<file path="config.mk">
export PLATFORM = sky130hd
export DESIGN_NAME = seg_scan_ctrl_flat
export DESIGN_NICKNAME = d
export VERILOG_FILES = /design/src/rtl/seg_scan_if.sv /design/src/rtl/seg_scan_ctrl.sv /design/src/flat_wrapper.sv
export SDC_FILE = /design/constraint.sdc
export NUM_CORES = 1
export LEC_CHECK = 0
export BUFFER_PORTS_ARGS = -buffer_cell sky130_fd_sc_hd__clkbuf_2
export CAP_MARGIN = 0
export CORE_MARGIN = 2
export CORE_UTILIZATION = 30
export CTS_CLUSTER_DIAMETER = 80
export DETAILED_ROUTE_END_ITERATION = 12
export PLACE_DENSITY_LB_ADDON = 0.05
export SYNTH_ARGS = -nofsm -noshare
export SYNTH_HDL_FRONTEND = slang
export SYNTH_SLANG_ARGS = --single-unit
</file>
<file path="constraint.sdc">
create_clock -name clk -period 7.3 [get_ports clk]
set_clock_uncertainty 0.15 [all_clocks]
set_input_delay 0.365 -clock clk [delete_from_list [all_inputs] [get_ports clk]]
set_output_delay 0.365 -clock clk [all_outputs]
set_load 0.05 [all_outputs]
</file>
<file path="src/rtl/seg_scan_if.sv">
// Write port and display outputs of the scan controller.
// Master drives frame writes; slave (the controller) drives decoder and selects.
interface seg_scan_if #(
    parameter int NDIG = 8
);
    logic                wr_en;
    logic [4*NDIG-1:0]   wr_data;
    logic [NDIG-1:0]     wr_mask;
    logic                wr_ready;
    logic [3:0]          dec_data;
    logic [NDIG-1:0]     dig_sel;
    logic                frame_done;

    modport master (
        output wr_en,
        output wr_data,
        output wr_mask,
        input  wr_ready,
        input  dec_data,
        input  dig_sel,
        input  frame_done
    );

    modport slave (
        input  wr_en,
        input  wr_data,
        input  wr_mask,
        output wr_ready,
        output dec_data,
        output dig_sel,
        output frame_done
    );
endinterface

</file>
<file path="src/rtl/seg_scan_ctrl.sv">
// Seven-segment scan controller with a double-buffered frame and a dark guard per slot.
// Latency: a write is first visible in digit 0 SHOW of the frame after its commit.
// Backpressure: wr_ready low while a shadow frame waits; writes seen then are dropped.
module seg_scan_ctrl #(
    parameter int NDIG  = 8,
    parameter int DIV   = 50000,
    parameter int BLANK = 500
) (
    input  logic       clk,
    input  logic       rst,
    seg_scan_if.slave  bus
);
    localparam int IW = (NDIG > 1) ? $clog2(NDIG) : 1;
    localparam int CW = (DIV > 1) ? $clog2(DIV) : 1;

    localparam logic [IW-1:0] IDX_LAST  = IW'(NDIG - 1);
    localparam logic [CW-1:0] CNT_LAST  = CW'(DIV - 1);
    localparam logic [CW-1:0] CNT_BLANK = CW'(BLANK);

    logic [NDIG-1:0][3:0] act_data;
    logic [NDIG-1:0][3:0] sh_data;
    logic [NDIG-1:0]      act_mask;
    logic [NDIG-1:0]      sh_mask;
    logic                 pending;
    logic [IW-1:0]        idx;
    logic [CW-1:0]        cnt;

    logic                 slot_end;
    logic                 frame_end;
    logic                 show;
    logic                 accept;
    logic [3:0]           dec_q;
    logic [NDIG-1:0]      sel_q;

    assign slot_end  = (cnt == CNT_LAST);
    assign frame_end = slot_end && (idx == IDX_LAST);
    assign show      = (cnt >= CNT_BLANK);
    assign accept    = bus.wr_en && !pending;

    always_ff @(posedge clk) begin
        if (rst) begin
            idx      <= '0;
            cnt      <= '0;
            pending  <= 1'b0;
            act_data <= '0;
            act_mask <= '0;
            sh_data  <= '0;
            sh_mask  <= '0;
        end else begin
            if (slot_end) begin
                cnt <= '0;
                idx <= (idx == IDX_LAST) ? '0 : idx + 1'b1;
            end else begin
                cnt <= cnt + 1'b1;
            end

            // accept requires !pending, so it can never collide with a commit
            if (frame_end && pending) begin
                act_data <= sh_data;
                act_mask <= sh_mask;
                pending  <= 1'b0;
            end else if (accept) begin
                sh_data  <= bus.wr_data;
                sh_mask  <= bus.wr_mask;
                pending  <= 1'b1;
            end
        end
    end

    // Outputs depend only on registered state; no input reaches them combinationally.
    always_comb begin
        dec_q = 4'h0;
        sel_q = '1;
        if (show) begin
            dec_q      = act_data[idx];
            sel_q[idx] = ~act_mask[idx];
        end
    end

    assign bus.dec_data   = dec_q;
    assign bus.dig_sel    = sel_q;
    assign bus.frame_done = frame_end;
    assign bus.wr_ready   = ~pending;
endmodule

</file>
<file path="src/flat_wrapper.sv">
// flat-port wrapper written by rule: the top's interface ports become plain ports
module seg_scan_ctrl_flat 
#(
    parameter int NDIG  = 8,
    parameter int DIV   = 50000,
    parameter int BLANK = 500
)
  (clk, rst, bus_wr_en, bus_wr_data, bus_wr_mask, bus_wr_ready, bus_dec_data, bus_dig_sel, bus_frame_done);
  seg_scan_if #(.NDIG(NDIG)) bus_i ();
  input  logic clk;
  input  logic rst;
  input wire logic [$bits(bus_i.wr_en)-1:0] bus_wr_en;
  input wire logic [$bits(bus_i.wr_data)-1:0] bus_wr_data;
  input wire logic [$bits(bus_i.wr_mask)-1:0] bus_wr_mask;
  output wire logic [$bits(bus_i.wr_ready)-1:0] bus_wr_ready;
  output wire logic [$bits(bus_i.dec_data)-1:0] bus_dec_data;
  output wire logic [$bits(bus_i.dig_sel)-1:0] bus_dig_sel;
  output wire logic [$bits(bus_i.frame_done)-1:0] bus_frame_done;
  assign bus_i.wr_en = bus_wr_en;
  assign bus_i.wr_data = bus_wr_data;
  assign bus_i.wr_mask = bus_wr_mask;
  assign bus_wr_ready = bus_i.wr_ready;
  assign bus_dec_data = bus_i.dec_data;
  assign bus_dig_sel = bus_i.dig_sel;
  assign bus_frame_done = bus_i.frame_done;
  seg_scan_ctrl #(.NDIG(NDIG), .DIV(DIV), .BLANK(BLANK)) u_core (.clk(clk), .rst(rst), .bus(bus_i));
endmodule
</file>
==> flow_metrics.env, run 1 <==
export IMPL_areaGrowthSynthToFinish_pct=14.57
export IMPL_synthesis_instances=499
export IMPL_cts_hold_buf=0
export IMPL_ys_seq_area_share_pct=43.98
export IMPL_yosys_warnings=0
export IMPL_largest_net_degree_at_the_start_of_global_routing=70
export IMPL_cts_htree_levels=3
export IMPL_critical_path_buf_inv_count=2
export IMPL_drt_pre_antenna_iters=4
export IMPL_power_frac_seq_pct=50.2
export IMPL_power_share_combinational_pct=5.6
export IMPL_ys_types=40
export IMPL_slew_headroom_pct=34.83
export IMPL_place_gp_congestion=0.7311
export IMPL_cts_repair_resized=0
export IMPL_dieHeight_um=127.2
export IMPL_pwr_share_clk_pct=44.2
export IMPL_timing_critical_path_slowest_stage_cell="sky130_fd_sc_hd__dfxtp_1"
export IMPL_swShare_pct=22.95
export IMPL_chain_of_cells_forming_the_critical_path="buf_4 -> mux4_2 -> nor2b_1 -> or4b_2 -> clkbuf_2"
export IMPL_p_leak_nw=1.800
export IMPL_start_util_pct=30.28
export IMPL_postSynthAreaPerCell_um2=9.122
export IMPL_clock_path_buffers=2
export IMPL_finalCriticalPeriod_ns=3.434
export IMPL_synthesis_nets=546
export IMPL_route_detailed_wl_per_inst_um=13.74
export IMPL_synth_async_reset_ratio_pct=0
export IMPL_cts_setup_buffers=0
export IMPL_design_die_area_um2=16170
export IMPL_synth_flop_cell="sky130_fd_sc_hd__dfxtp_1"
export IMPL_synth_area_um2=4552
export IMPL_worst_setup_path_type="flop to output pin"
export IMPL_chipWidth_um=127.2
export IMPL_numnets_final=582
export IMPL_timing_critical_path_fanout_max=11
export IMPL_iteration_0_drc_count_of_the_detailed_router=172
export IMPL_worst_setup_hold_path_clk_slew_ns=0.07
export IMPL_drt_total_wl_mm=10.00
export IMPL_pin_count=57
export IMPL_cp_arrival_ns=2.92
export IMPL_vdd_ir_drop_max_v=0.0001272
export IMPL_timing_max_transition_violations_final=0
export IMPL_pre_cts_ws_ns=4.195
export IMPL_grt_antenna_before_repair=0
export IMPL_drc_errors=0
export IMPL_crit_path_end_kind="output pin"
export IMPL_layout_core_utilization_pct=34.69
export IMPL_viasPerCell=4.585
export IMPL_layout_setup_ws_ns=3.866
export IMPL_port_buffers=56
export IMPL_number_of_placement_rows=45
export IMPL_tns_ns=0
export IMPL_path_delay_family="simple AND/OR/NAND/NOR gates"
export IMPL_dpl_hpwl_mm=6.468
export IMPL_hold_path_class="primary input to flop"
export IMPL_gr_total_overflow=0
export IMPL_clkLatencyLatePin_ns=0.35
export IMPL_p_per_area_nw_per_um2=217.2
export IMPL_run_status="complete, no violations"
export IMPL_post_route_fraction_of_the_period_consumed_by_the_critical_path_pct=47.04
export IMPL_core_um2=15030
export IMPL_fmaxAchievable_mhz=291.2
export IMPL_synth_edf_count=0
export IMPL_synth_seq_cells=100
export IMPL_grt_util_all_layers_pct=13.37
export IMPL_grt_first_pass_wirelength_mm=16.97
export IMPL_worstSetupStartpointType="flop"
export IMPL_setup_violations=0
export IMPL_detailroute_via_count=3338
export IMPL_cts_tree="built"
export IMPL_rsz0062_at_grt="false"
export IMPL_internal_power_mw=0.8725
export IMPL_numCtsBuffers=9
export IMPL_tightest_slew_ns=0.9775
export IMPL_hold_viol_final=0
export IMPL_drtAntennaViolNets=0
export IMPL_final_layout_size_suffix_gt1_share_pct=17.96
export IMPL_drv_cap=0
export IMPL_power_switching_mw=0.2599
export IMPL_clock_sinks=100
export IMPL_first_global_vias=3375
export IMPL_critical_path_max_stage_delay_ns=0.66
export IMPL_cts_root_buf="sky130_fd_sc_hd__clkbuf_16"
export IMPL_antenna_cells_inserted=0
export IMPL_worstPathRequired_ns=6.78
[Yosys cell counts (all sizes together) (4+ instances only)]
| library cell | instances | area, µm² |
|---|---|---|
| nand2 | 89 | 334.1 |
| a21oi | 41 | 205.2 |
| nand2b | 84 | 525.5 |
| nand3 | 6 | 30.03 |
| dfxtp | 100 | 2002 |
| mux4 | 9 | 202.7 |
| mux2i | 47 | 470.5 |
| xnor2 | 6 | 52.55 |
| ha | 4 | 50.05 |
| inv | 7 | 26.28 |
| clkbuf | 28 | 105.1 |
| buf | 8 | 107.6 |
| nand4 | 6 | 37.54 |
| xor2 | 7 | 61.31 |
| nor2 | 27 | 101.4 |
[cell families after synthesis]
| family | Yosys count | share of synthesized area (%) |
|---|---|---|
| flip-flops | 100 | 43.98 |
| XOR/XNOR | 13 | 2.501 |
| AO/OA/AOI/OAI | 45 | 5.223 |
| multiplexers | 56 | 14.79 |
| AND/OR/NAND/NOR | 238 | 27.16 |
| buffers and inverters | 43 | 5.250 |
| adder cells (fa/ha/maj) | 4 | 1.100 |
[cells in the final DEF (no fill, tap or decap), types with 7 or more instances in the layout]
| cell | instances |
|---|---|
| sky130_fd_sc_hd__dfxtp_1 | 100 |
| sky130_fd_sc_hd__xor2_1 | 7 |
| sky130_fd_sc_hd__clkbuf_16 | 9 |
| sky130_fd_sc_hd__a21oi_1 | 41 |
| sky130_fd_sc_hd__inv_1 | 7 |
| sky130_fd_sc_hd__nor2_1 | 27 |
| sky130_fd_sc_hd__mux2i_1 | 47 |
| sky130_fd_sc_hd__nand2b_1 | 84 |
| sky130_fd_sc_hd__nand2_1 | 89 |
| sky130_fd_sc_hd__clkbuf_2 | 55 |
| sky130_fd_sc_hd__mux4_2 | 9 |
[layout make-up]
class                           count  area, µm²
Multi-Input combinational cell    356       2320
Tap cell                          188      235.2
Sequential cell                   100       2002
Fill cell                        1587       9818
Clock inverter                      5      58.81
Inverter                            7      26.28
Clock buffer                       11      252.7
Timing Repair Buffer               61      320.3
[worst paths after layout]
kind	from	endpoint	slack [ns]	cells past startpoint
worst max-delay path	u_core.idx[0]	bus_dig_sel[6]	3.87	5
worst min-delay path	bus_wr_data[7]	u_core.sh_data[7]	0.08	3
worst max register to register	u_core.cnt[12]	u_core.act_data[31]	4.33	5
worst min register to register	u_core.sh_data[29]	u_core.sh_data[29]	0.31	2
[worst register-to-register path: cells and delay by family, from the launching register on]
family / cells / cell delay, ns
multiplexers: 1 / 0.26
AND/OR/NAND/NOR: 3 / 1.60
buffers and inverters: 1 / 0.54
flip-flops: 1 / 0.35
[per-stage QoR]
stage	area (µm²)	cells	hold WS (ns)	power, mW
floorplan	4552	499	0.2868	0.6220
global placement	4903	712	0.2944	0.6454
detailed placement	4903	712	0.3006	0.6465
CTS	5215	728	0.06197	1.156
global route	5215	728	0.06421	1.192
finish	5215	728	0.07819	1.132
[metal layers]
layer / track usage, % / up-vias / share of wire, % / wire length (µm)
met2: 21.70 / 37 / 47 / 4666
met1: 16.92 / 1572 / 49 / 4902
met5: 0 / - / 0 / 0
li1: - / 1722 / - / -
met3: 4.481 / 7 / 3.4 / 336
met4: 4.072 / 0 / 0.98 / 98
[registers in the layout, indices dropped and copies added (netlist names)]
name / flops
u_core.idx: 3
u_core.cnt: 16
u_core.sh_data: 32
u_core.sh_mask: 8
u_core.pending: 1
u_core.act_data: 32
u_core.act_mask: 8
[power groups by stage]
stage	Clock (mW)	Combinational, mW	Sequential, mW
after floorplan	0	0.0439	0.578
after global placement	0	0.0648	0.581
after detailed placement	0	0.0656	0.581
after CTS	0.522	0.0657	0.568
after global routing	0.549	0.0734	0.570
final	0.501	0.0635	0.568
Note: power is estimated with default switching activity, not from simulation.
==> run 2: changes to the inputs <==
--- a/config.mk
+++ b/config.mk
@@ -5,6 +5,7 @@
 export SDC_FILE = /design/constraint.sdc
 export NUM_CORES = 1
 export LEC_CHECK = 0
+export ABC_AREA = 1
 export BUFFER_PORTS_ARGS = -buffer_cell sky130_fd_sc_hd__clkbuf_2
 export CAP_MARGIN = 0
 export CORE_MARGIN = 2
==> constraint.sdc (replaced) <==
create_clock -name clk -period 3.3 [get_ports clk]
set_clock_uncertainty 0.15 [all_clocks]
set_input_delay 0.165 -clock clk [delete_from_list [all_inputs] [get_ports clk]]
set_output_delay 0.165 -clock clk [all_outputs]
set_load 0.05 [all_outputs]
==> run 2 against run 1 <==
  * Clock power up 110%
  * Core utilization increased by 4.0 points
  * Global-route usage increased by 1.7 points
  * Combinational power increased to 2.5 times the previous value
  * Sequential power is 120% higher
  * Flip-flop and latch count stayed put
  * First-iteration DRC count increased by 6.4%
  * Via count increased by 16%
  * Cell area increased by 3.3%
  * Critical endpoint is now bus_dec_data[2]
  * Largest cell class is now flip-flops and latches
  * Highest routed layer unchanged
==> flow_metrics.env, run 2 <==
export IMPL_antenna_cells_inserted=0
export IMPL_r2r_cells=7
export IMPL_final_instance_count_excl_fill=897
export IMPL_cts_htree_levels=3
export IMPL_grt_util_all_layers_pct=15.10
export IMPL_place_inst=841
export IMPL_total_power_mw=2.495
export IMPL_areaGrowthSynthToFinish_pct=25.83
export IMPL_post_route_fraction_of_the_period_consumed_by_the_critical_path_pct=70.17
export IMPL_chain_of_cells_forming_the_critical_path="nand2_1 -> inv_1 -> nand3_1 -> o21ai_0 -> buf_4 -> nand2_1 -> nor2_1 -> clkbuf_2"
export IMPL_p_leak_nw=2.641
export IMPL_worstSetupStartpointType="flop"
export IMPL_detailroute_via_count=3861
export IMPL_synth_async_reset_ratio_pct=0
export IMPL_timing_critical_path_slowest_stage_cell="sky130_fd_sc_hd__dfxtp_1"
export IMPL_critical_path_most_common_cell="sky130_fd_sc_hd__nand2_1"
export IMPL_synth_area_um2=4283
export IMPL_layout_setup_ws_ns=0.9844
export IMPL_timing_hold_worst_start="rst"
export IMPL_postSynthAreaPerCell_um2=6.831
export IMPL_cp_arrival_ns=2.00
export IMPL_dpl_hpwl_mm=6.901
export IMPL_drtAntennaViolNets=0
export IMPL_reg2reg_from="u_core.idx[0]"
export IMPL_first_global_vias=3800
export IMPL_grt_first_pass_wirelength_mm=17.87
export IMPL_cts_tree="built"
export IMPL_critical_path_max_stage_delay_ns=0.39
export IMPL_yosysMostFrequentCell="sky130_fd_sc_hd__nor2_1"
export IMPL_fmaxAchievable_mhz=431.8
export IMPL_critical_path_buf_inv_count=3
export IMPL_r2r_end="u_core.act_mask[6]"
export IMPL_synth_seq_cells=100
export IMPL_worstHoldPathCells=4
export IMPL_numCtsBuffers=9
export IMPL_port_buffers=56
export IMPL_cts_root_buf="sky130_fd_sc_hd__clkbuf_16"
export IMPL_clock_sinks=100
export IMPL_path_delay_family="buffers and inverters"
export IMPL_iteration_0_drc_count_of_the_detailed_router=183
export IMPL_design_die_area_um2=15250
export IMPL_grt_antenna_before_repair=0
export IMPL_vdd_ir_drop_max_v=0.0002539
export IMPL_setup_violations=0
export IMPL_rsz0062_at_grt="false"
export IMPL_netlist_area_leader_share_pct=46.74
export IMPL_place_gp_congestion=0.8009
export IMPL_synthesis_instances=627
export IMPL_pre_cts_ws_ns=1.189
export IMPL_dpl_cell_area_um2=4687
export IMPL_finalCriticalPeriod_ns=2.316
export IMPL_final_cell_area_um2=5389
export IMPL_clock_path_buffers=2
export IMPL_final_layout_size_suffix_gt1_share_pct=11.58
export IMPL_timing_critical_path_fanout_max=12
export IMPL_run_status="complete, no violations"
export IMPL_synth_largest_area_cell="sky130_fd_sc_hd__dfxtp_1"
export IMPL_most_common_library_cell_in_the_layout_ignoring_fill_and_taps="sky130_fd_sc_hd__nor2_1"
export IMPL_core_um2=13930
export IMPL_p_per_area_nw_per_um2=462.9
export IMPL_worst_setup_hold_path_clk_slew_ns=0.07
export IMPL_tightest_slew_ns=0.7983
export IMPL_synth_edf_count=0
export IMPL_ff2ff_setup_slack_ns=1.18
export IMPL_chipWidth_um=123.5
export IMPL_biggestRegsByFlops="u_core.act_data: 32 flops, u_core.sh_data: 32 flops, u_core.cnt: 16 flops"
export IMPL_pin_count=57
export IMPL_ys_seq_area_share_pct=46.74
export IMPL_hold_path_class="primary input to flop"
export IMPL_start_util_pct=30.74
export IMPL_number_of_placement_rows=43
export IMPL_cts_setup_buffers=0
export IMPL_synthesis_nets=674
export IMPL_largest_net_degree_at_the_start_of_global_routing=82
export IMPL_final_cell_mix="sky130_fd_sc_hd__nor2_1 (195), sky130_fd_sc_hd__nand2_1 (118), sky130_fd_sc_hd__dfxtp_1 (100)"
export IMPL_dieHeight_um=123.5
export IMPL_timing_max_transition_violations_final=0
export IMPL_viasPerCell=4.304
export IMPL_tns_ns=0
export IMPL_drv_cap=0
export IMPL_holdPathEnd="u_core.act_data[27]"
export IMPL_route_detailed_wl_per_inst_um=11.85
export IMPL_yosys_warnings=0
export IMPL_hold_viol_final=0
export IMPL_ys_types=27
export IMPL_clkLatencyLatePin_ns=0.35
export IMPL_gr_total_overflow=0
export IMPL_synth_flop_cell="sky130_fd_sc_hd__dfxtp_1"
export IMPL_ys_top_cells_by_count="sky130_fd_sc_hd__nor2_1 (196), sky130_fd_sc_hd__nand2_1 (118), sky130_fd_sc_hd__dfxtp_1 (100)"
export IMPL_crit_path_end_kind="output pin"
export IMPL_drt_total_wl_mm=10.63
export IMPL_drc_errors=0
export IMPL_slew_headroom_pct=46.78
export IMPL_numnets_final=760
export IMPL_drt_pre_antenna_iters=4
export IMPL_worstPathRequired_ns=2.98
export IMPL_synthTopCellsByArea="sky130_fd_sc_hd__dfxtp_1 (47%), sky130_fd_sc_hd__nor2_1 (17%), sky130_fd_sc_hd__nand2_1 (10%)"
export IMPL_worst_setup_path_type="flop to output pin"
## run 2: cell types whose count changed after synthesis, sizes merged, moves of 47 or more
cell	previous run	this run
nor2	27	198
nand2b	84	0
inv	7	72
mux2i	47	0
o21ai	0	47
## run 2: tightest hold or removal path, cell delays in order
cell	delay (ns)
sky130_fd_sc_hd__clkbuf_2	0.10
sky130_fd_sc_hd__inv_2	0.24
sky130_fd_sc_hd__nand2_1	0.15
sky130_fd_sc_hd__nor2_1	0.03
## run 2: how the worst max path moves through the flow
stage / start / end / slack (ns) / cells past startpoint
after detailed placement: u_core.idx[0] / u_core.act_data[30] / 1.19 / 7
after global routing: u_core.cnt[5] / bus_dec_data[2] / 0.81 / 8
after global placement: u_core.idx[0] / u_core.act_data[19] / 1.23 / 7
after floorplan: u_core.cnt[5] / bus_dec_data[0] / 1.26 / 7
final: u_core.cnt[5] / bus_dec_data[2] / 0.98 / 8
after CTS: u_core.cnt[5] / bus_dec_data[2] / 0.95 / 8
## run 2: through the flow
step | hold slack (ns) | utilization, %
after global placement | 0.2379 | 33.64
after CTS | 0.2435 | 38.67
after detailed placement | 0.2421 | 33.64
after floorplan | 0.1483 | -
final | 0.2453 | 38.67
after global routing | 0.2813 | 38.67
## run 2: final cells by class
class | instances | area [µm²]
Fill cell | 1538 | 8546
Sequential cell | 100 | 2002
Multi-Input combinational cell | 428 | 1872
Timing Repair Buffer | 102 | 728.2
Inverter | 72 | 270.3
Clock buffer | 11 | 242.7
Tap cell | 180 | 225.2
Clock inverter | 4 | 48.80
## run 2: routing by layer
metal,track usage [%],routed length [µm],up-vias
li1,-,-,2094
met1,18.98,5212,1698
met2,24.59,4835,58
met3,4.889,402,11
met4,4.545,174,0
met5,0,0,-
## run 2: timing repair
action | CTS | global route
gates resized for setup | 0 | 0
hold endpoints to repair | 41 | 0
hold buffers | 41 | 0
## run 2: cells by family after synthesis
| group | synth area share (%) |
|---|---|
| XOR/XNOR | 1.432 |
| adder cells (fa/ha/maj) | 1.169 |
| flip-flops | 46.74 |
| buffers and inverters | 9.611 |
| AO/OA/AOI/OAI | 9.115 |
| AND/OR/NAND/NOR | 31.93 |
## run 2: report_power, final
part	leakage (nW)	switching, mW	internal [mW]
clock	0.146	0.457	0.605
combinational	1.68	0.0828	0.0768
sequential	0.815	0.0242	1.25
total	2.64	0.564	1.93
